$ cat src/rtl/opsg_pkg.sv
// Shared definitions for the PSG register interface: channel and type codes,
// field widths, the latch register layout and the tone nibble/upper-field merge.
package opsg_pkg;

  localparam int unsigned TONE_W  = 10;
  localparam int unsigned VOL_W   = 4;
  localparam int unsigned NOISE_W = 3;

  localparam logic [1:0] CH_TONE0 = 2'd0;
  localparam logic [1:0] CH_TONE1 = 2'd1;
  localparam logic [1:0] CH_TONE2 = 2'd2;
  localparam logic [1:0] CH_NOISE = 2'd3;

  localparam logic TYPE_TONE = 1'b0;
  localparam logic TYPE_VOL  = 1'b1;

  localparam logic [VOL_W-1:0] VOL_SILENT = 4'hF;

  // Register selected by the most recent latch byte
  typedef struct packed {
    logic [1:0] ch;
    logic       typ;
  } latch_t;

  // Latch bytes replace the low nibble, data bytes replace the upper six bits
  function automatic logic [TONE_W-1:0] tone_update(input logic [TONE_W-1:0] old,
                                                    input logic [7:0]        data,
                                                    input logic              is_latch);
    if (is_latch) tone_update = {old[TONE_W-1:4], data[3:0]};
    else          tone_update = {data[5:0], old[3:0]};
  endfunction

endpackage

$ cat src/rtl/opsg_busy_timer.sv
// READY emulation: after a start pulse, ready drops for exactly BUSY_CYCLES
// clocks beginning the cycle after the start edge. BUSY_CYCLES=0 keeps ready high.
// Ports: clk, reset_n (async active-low), start (accepted write), ready (registered).
module opsg_busy_timer #(
  parameter int unsigned BUSY_CYCLES = 32
) (
  input  logic clk,
  input  logic reset_n,
  input  logic start,
  output logic ready
);

  localparam int unsigned CNT_W = (BUSY_CYCLES == 0) ? 1 : $clog2(BUSY_CYCLES + 1);
  localparam int unsigned LOAD  = (BUSY_CYCLES == 0) ? 0 : BUSY_CYCLES - 1;

  typedef enum logic {IDLE, BUSY} state_t;

  state_t           state;
  logic [CNT_W-1:0] cnt;

  // Counter is loaded with BUSY_CYCLES-1 so the terminal-count cycle is the last busy one
  always_ff @(posedge clk or negedge reset_n) begin
    if (!reset_n) begin
      state <= IDLE;
      cnt   <= '0;
      ready <= 1'b1;
    end else begin
      case (state)
        IDLE: begin
          if (start && (BUSY_CYCLES != 0)) begin
            state <= BUSY;
            cnt   <= CNT_W'(LOAD);
            ready <= 1'b0;
          end
        end
        BUSY: begin
          if (cnt == '0) begin
            state <= IDLE;
            ready <= 1'b1;
          end else begin
            cnt <= cnt - CNT_W'(1);
          end
        end
        default: begin
          state <= IDLE;
          ready <= 1'b1;
        end
      endcase
    end
  end

endmodule

$ cat src/rtl/opsg_reg_if.sv
// SN76489-style CPU write decoder and register file feeding the tone, noise
// and volume channels.
// Ports: clk, reset_n (async active-low), wr_en/wr_data (byte strobe),
// ready, write_drop (pulse), tone0..2, noise_ctrl, noise_rst (pulse), vol0..3.
module opsg_reg_if
  import opsg_pkg::*;
#(
  parameter int unsigned      BUSY_CYCLES = 32,
  parameter logic [VOL_W-1:0] VOL_RESET   = VOL_SILENT
) (
  input  logic               clk,
  input  logic               reset_n,
  input  logic               wr_en,
  input  logic [7:0]         wr_data,
  output logic               ready,
  output logic               write_drop,
  output logic [TONE_W-1:0]  tone0,
  output logic [TONE_W-1:0]  tone1,
  output logic [TONE_W-1:0]  tone2,
  output logic [NOISE_W-1:0] noise_ctrl,
  output logic               noise_rst,
  output logic [VOL_W-1:0]   vol0,
  output logic [VOL_W-1:0]   vol1,
  output logic [VOL_W-1:0]   vol2,
  output logic [VOL_W-1:0]   vol3
);

  latch_t latch_q;
  latch_t tgt;
  logic   accept;
  logic   is_latch;

  opsg_busy_timer #(.BUSY_CYCLES(BUSY_CYCLES)) u_busy_timer (
    .clk     (clk),
    .reset_n (reset_n),
    .start   (accept),
    .ready   (ready)
  );

  // Target register: a latch byte names it directly, a data byte reuses the last latch
  always_comb begin
    accept   = wr_en & ready;
    is_latch = wr_data[7];
    tgt      = latch_q;
    if (is_latch) begin
      tgt.ch  = wr_data[6:5];
      tgt.typ = wr_data[4];
    end
  end

  always_ff @(posedge clk or negedge reset_n) begin
    if (!reset_n) begin
      latch_q    <= '{ch: CH_TONE0, typ: TYPE_TONE};
      tone0      <= '0;
      tone1      <= '0;
      tone2      <= '0;
      noise_ctrl <= '0;
      vol0       <= VOL_RESET;
      vol1       <= VOL_RESET;
      vol2       <= VOL_RESET;
      vol3       <= VOL_RESET;
      noise_rst  <= 1'b0;
      write_drop <= 1'b0;
    end else begin
      noise_rst  <= 1'b0;
      write_drop <= wr_en & ~ready;
      if (accept) begin
        latch_q <= tgt;
        if (tgt.typ == TYPE_VOL) begin
          case (tgt.ch)
            CH_TONE0: vol0 <= wr_data[3:0];
            CH_TONE1: vol1 <= wr_data[3:0];
            CH_TONE2: vol2 <= wr_data[3:0];
            default:  vol3 <= wr_data[3:0];
          endcase
        end else if (tgt.ch == CH_NOISE) begin
          // Any noise write restarts the LFSR, regardless of value
          noise_ctrl <= wr_data[2:0];
          noise_rst  <= 1'b1;
        end else begin
          case (tgt.ch)
            CH_TONE0: tone0 <= tone_update(tone0, wr_data, is_latch);
            CH_TONE1: tone1 <= tone_update(tone1, wr_data, is_latch);
            default:  tone2 <= tone_update(tone2, wr_data, is_latch);
          endcase
        end
      end
    end
  end

endmodule

$ cat config.mk
export PLATFORM = sky130hd
export DESIGN_NAME = opsg_reg_if
export DESIGN_NICKNAME = d
export VERILOG_FILES = /design/src/rtl/opsg_pkg.sv /design/src/rtl/opsg_busy_timer.sv /design/src/rtl/opsg_reg_if.sv
export SDC_FILE = /design/constraint.sdc
export NUM_CORES = 1
export LEC_CHECK = 0
export CORE_AREA = 2 2 66 93
export CTS_CLUSTER_SIZE = 16
export DETAILED_ROUTE_END_ITERATION = 8
export DIE_AREA = 0 0 68 95
export PLACE_DENSITY = 0.87
export SLEW_MARGIN = 20
export SYNTH_ARGS = -nofsm -noshare
export SYNTH_HDL_FRONTEND = slang
export SYNTH_SLANG_ARGS = --single-unit
$ cat constraint.sdc
create_clock -name clk -period 2.4 [get_ports clk]
set_clock_uncertainty 0.15 [all_clocks]
set_input_delay 0.24 -clock clk [delete_from_list [all_inputs] [get_ports clk]]
set_output_delay 0.24 -clock clk [all_outputs]
set_load 0.1 [all_outputs]
# After elaboration in Yosys (flattened, before gate mapping)
# Cells that the tools add are included.
[totals] output_inout_bits=52 wordCells=64 reg_bits=62
[op_classes] mux=13 reduce_logical=17 n_bitwise=9 eq_ne=6 n_addsub=1
[op_table] operator="$reduce_and 5->1" n=6
[op_table] operator="$reduce_and 3->1" n=5
[op_table] operator="$mux 6" n=2
[op_table] operator="$pmux 6 s2" n=1
[op_table] operator="$mux 1" n=7
[op_table] operator="$not 1->1" n=7
[op_table] operator="$logic_not 6->1" n=1
[op_table] operator="$ne 2x2->1 const B" n=3
[op_table] operator="$sub 6x1->6 const B" n=1
[op_table] operator="$eq 2x2->1 const B" n=2
[op_table] operator="$pmux 1 s2" n=2
[op_table] operator="$reduce_and 2->1" n=2
[op_table] operator="$mux 3" n=1
[op_table] operator="$reduce_or 3->1" n=1
[op_table] operator="$and 1x1->1" n=2
[op_table] operator="$eq 2x1->1 const B" n=1
[op_table] operator="$logic_not 2->1" n=1
[op_table] operator="$reduce_or 2->1" n=1

# Logic depth before layout (Yosys ltp)
[depth] word_depth=5 ltp_mapped=5

# Hierarchy
# Synthesis repeated with hierarchy kept, for this count alone.
[hier_totals] cells_unflattened=189 hier_area_um2=2761.4
[by_module_without_submodules] mod="opsg_reg_if" cells_per_inst=144 seq_area_each_um2=1371.3 instances=1 area_per_inst_um2=2324.7
[by_module_without_submodules] mod="opsg_busy_timer" cells_per_inst=45 seq_area_each_um2=201.4 instances=1 area_per_inst_um2=436.7

# Worst setup path before layout
# OpenSTA, ideal clock, no wires.
[synth_timing] path_kind="register to register" from="register u_busy_timer.ready" to="register tone0[0]" path_buffers=1 required_time_ns=2.125 setup_ns=0.125 arrival_time_ns=2.035 stages_incl_launch_ff=5 slack_ns=0.089 period_less_slack_ns=2.311 path_cell_list="dfstp_2 nand2_2 buf_6 a211o_4 mux2_4"
[synth_via] elab_chain_len=2
[synth_lines] item="start: declaration" line_no="opsg_busy_timer.sv:10" text="output logic ready"
[synth_lines] item="start signal: assignment" line_no="opsg_busy_timer.sv:26" text="ready <= 1'b1;"
[synth_lines] item="start signal: assignment" line_no="opsg_busy_timer.sv:33" text="ready <= 1'b0;"
[synth_lines] item="start signal: assignment" line_no="opsg_busy_timer.sv:39" text="ready <= 1'b1;"
[synth_lines] item="$and 1x1->1" line_no="opsg_reg_if.sv:42" text="accept = wr_en & ready;"
[synth_lines] item="$reduce_and 5->1 (no source line)"
[synth_lines] item="end signal: assignment" line_no="opsg_reg_if.sv:82" text="CH_TONE0: tone0 <= tone_update(tone0, wr_data, is_latch);"
[synth_lines] item="end: declaration" line_no="opsg_reg_if.sv:17" text="output logic [TONE_W-1:0] tone0,"
# No other way between the ends.
# A chain may end at the register's enable or synchronous reset.

# Worst setup path after layout
[layout_timing] from="input port wr_data[7]" to="register tone2[3]"
[layout_via] elab_chain_len=5
[layout_lines] item="start: declaration" line_no="opsg_reg_if.sv:14" text="input logic [7:0] wr_data,"
[layout_lines] item="$mux 3" line_no="opsg_reg_if.sv:45" text="if (is_latch) begin"
[layout_lines] item="$eq 2x1->1 or $logic_not 2->1 (tied branches)" line_no="opsg_reg_if.sv:81" text="case (tgt.ch)"
[layout_lines] item="$reduce_or 2->1 (no source line)"
[layout_lines] item="$not 1->1 (no source line)"
[layout_lines] item="$reduce_and 5->1 (no source line) (*)"
[layout_lines] item="end signal: assignment" line_no="opsg_reg_if.sv:84" text="default: tone2 <= tone_update(tone2, wr_data, is_latch);"
[layout_lines] item="end: declaration" line_no="opsg_reg_if.sv:19" text="output logic [TONE_W-1:0] tone2,"
# Mark *: on every way between the ends. The rest lies on a longest branch, timed or not.

==> out/results.ini <==
[timing]
fmax_mhz = 509.1
worst_pin_slew_ns = 0.7363
rsz0062_at_grt = no
finalHoldViolCount = 0
slew_headroom_pct = 50.91
fin_ws_ns = 0.4358
drv_slew = 0
setup_tns_ns = 0
setup_violations = 0
fin_crit_sh_pct = 81.84
post-route-min-period_ns = 1.964

[grt]
met1_usage_pct = 22.61
grt_start_max_net_pins = 33
grt-ovfl-total = 0
grt_pass1_wl_um = 8970
grt_pass1_vias = 1832
busiest_layer = met2
use_met2_pct = 31.39
antenna_found_initial = 0
grt.total_usage_pct = 18.87
grt_util_met3_pct = 5.721

[synthesis]
syn_avg_cell_area_um2 = 15.19
synthFlopType = dfrtp_1
async_reset_ff_share_pct = 100.0
synth_edf_count = 0
ys_seq_area_share_pct = 57.19
syn_inst = 181
ys_types = 40
synth_nets = 194
ys_warn_count = 0
syn_area_um2 = 2750
synth_seq_cells = 62

[critical_path]
critPathMaxFanout = 10
cp.required_ns = 2.47
cp.arrival_ns = 2.03
cp-end-kind = flip-flop
crit_path_start_kind = input port
crit_type = in -> reg

[clock_tree]
clkTransAtPathRegs_ns = 0.07
cts_setup_buffers = 0
cts_max_level = 3
cts_buffers = 9
cts_tree = built
clock_path_buffers = 2
clk_latency_ns = 0.34
cts-root-buf = clkbuf_8
cts.sink_count = 62

[layout]
n_antenna_cell = 0
finalNonFillerCells = 332
final_layout_size_suffix_gt1_share_pct = 61.83
nets = 270
utilization_pct = 63.29
final_cell_area_um2 = 3606
fill_cells = 464
synthToLayoutAreaGrowth_pct = 31.12

[routing]
antenna_left = 0
drc = 0
vias = 1800
wirelength_um = 5686
viasPerCell = 5.422
wl_per_cell_um = 17.13
drtIter0Drc = 49
first_pass_iters = 4

[floorplanning]
die-width_um = 68
initial_core_util_pct = 48.27
die_y_um = 95
die_area_um2 = 6460
core_area_um2 = 5698
ios = 63
row_count = 33

[power_and_ir_drop]
p_clk_share_pct = 48.4
p_comb_share_pct = 4.1
vdd_ir_drop_max_mv = 0.5239
p_sw_uw = 459.9
p_seq_share_pct = 47.5
internal_power_uw = 1745
leakage_uw = 0.001708
swShare_pct = 20.86
powerDensity_nw_per_um2 = 611.4

[placed_design]
dpl_cell_area_um2 = 3362
pre_cts_ws_ns = 0.09786
hpwl_um = 4098
gp_congestion = 0.7665
dp.cells = 315
io_buffer_count = 62

[outcome]
status = complete, no violations

[run]
drv_cap = 0

[worst_hold_path]
hold_class = in -> async

==> stage by stage <==
stage / hold WS, ns / total power (uW)
floorplan: -0.2056 / 1098
global placement: 0.1741 / 1154
detailed placement: 0.1800 / 1156
CTS: 0.3435 / 2224
global route: 0.3720 / 2267
finish: 0.3437 / 2205
==> cell type report <==
type	instances	area, um^2	share of cell area [%]
sequential	62	1573	43.62
multi-input combinational	109	1125	31.19
timing repair buffer	72	575.6	15.96
clock buffer	13	168.9	4.684
tap	70	87.58	2.429
clock inverter	3	65.06	1.804
inverter	3	11.26	0.3123
==> logic make-up (layout without fill, tap and decap cells) <==
kind of cell / count (synthesis) / after routing / share of synthesized area (%)
flops: 62 / 62 / 57.19
mux: 54 / 54 / 23.20
buf+inv: 10 / 91 / 1.910
fa+ha+maj: 2 / 2 / 0.9098
compound gates: 21 / 21 / 7.780
simple gates: 32 / 32 / 9.009
==> layer usage <==
layer  vias up  wire length [um]
li1        819                 -
met1       932              2339
met2        41              3016
met3         8               261
met4         0                69
met5         -                 0
==> Yosys cell counts (2+ instances only) <==
| cell type | count | area [um^2] |
|---|---|---|
| nand3_1 | 2 | 10.01 |
| ha_1 | 2 | 25.02 |
| nand2_1 | 3 | 11.26 |
| dfrtp_1 | 45 | 1126 |
| nor2_1 | 5 | 18.77 |
| nor4_4 | 3 | 63.81 |
| o31ai_1 | 3 | 22.52 |
| nand3b_1 | 3 | 22.52 |
| a211o_4 | 2 | 35.03 |
| mux2_2 | 43 | 484.2 |
| inv_1 | 3 | 11.26 |
| mux2_4 | 8 | 120.1 |
| mux2i_1 | 2 | 20.02 |
| or3_1 | 2 | 12.51 |
| clkbuf_1 | 4 | 15.01 |
| dfstp_2 | 17 | 446.7 |
| a211oi_2 | 4 | 50.05 |
| o21ai_0 | 3 | 15.01 |
| buf_6 | 2 | 22.52 |
| a21oi_1 | 4 | 20.02 |
| or3b_4 | 2 | 22.52 |
==> cells in the final DEF (no fill, tap or decap), types with 2 or more instances in the layout <==
| cell | instances |
|---|---|
| nand3_1 | 2 |
| dfrtp_1 | 45 |
| a211o_4 | 2 |
| buf_4 | 60 |
| o31ai_1 | 3 |
| bufinv_16 | 2 |
| o21ai_0 | 3 |
| mux2_4 | 8 |
| mux2i_1 | 2 |
| clkbuf_8 | 12 |
| nand3b_1 | 3 |
| a211oi_2 | 4 |
| clkdlybuf4s50_1 | 9 |
| ha_1 | 2 |
| inv_1 | 3 |
| a21oi_1 | 4 |
| nor4_4 | 3 |
| mux2_2 | 43 |
| nor2_1 | 5 |
| dfstp_2 | 17 |
| or3b_4 | 2 |
| nand2_1 | 3 |
| or3_1 | 2 |
==> power groups by stage <==
| stage | Combinational, uW | Sequential [uW] | Clock, uW |
|---|---|---|---|
| after floorplan | 25.9 | 1070 | 0 |
| after global placement | 88.2 | 1070 | 0 |
| after detailed placement | 89.8 | 1070 | 0 |
| after CTS | 91.3 | 1050 | 1090 |
| after global routing | 97.8 | 1050 | 1120 |
| final | 90.4 | 1050 | 1070 |
==> state kept, by name (all words and copies together) (netlist names) <==
name,count
vol3,4
noise_ctrl,3
vol1,4
tone0,10
u_busy_timer.cnt,6
latch_q,3
vol0,4
write_drop,1
u_busy_timer.ready,1
vol2,4
noise_rst,1
tone2,10
tone1,10
u_busy_timer.state,1
==> worst max-delay path, cell delays in order <==
cell,delay [ns]
clkdlybuf4s50_1,0.55
or3b_4,0.47
a211oi_2,0.39
mux2_2,0.38
==> worst paths after layout <==
kind,start,endpoint,slack [ns],cells past startpoint
max,wr_data[7],tone2[3],0.44,4
min,reset_n,tone1[4],0.34,2
max reg2reg,latch_q[1],tone2[3],0.48,3
min reg2reg,tone0[5],tone0[5],0.36,1
max in group asynchronous,reset_n,u_busy_timer.ready,1.07,3
min in group clk,tone0[5],tone0[5],0.36,1
==> repair_timing <==
action | 4_1_cts | 5_1_grt
hold buffers | 1 | 0
hold endpoints to repair | 19 | 0
gates resized for setup | 0 | 0
No activity file was read; power rests on OpenSTA's default activity.
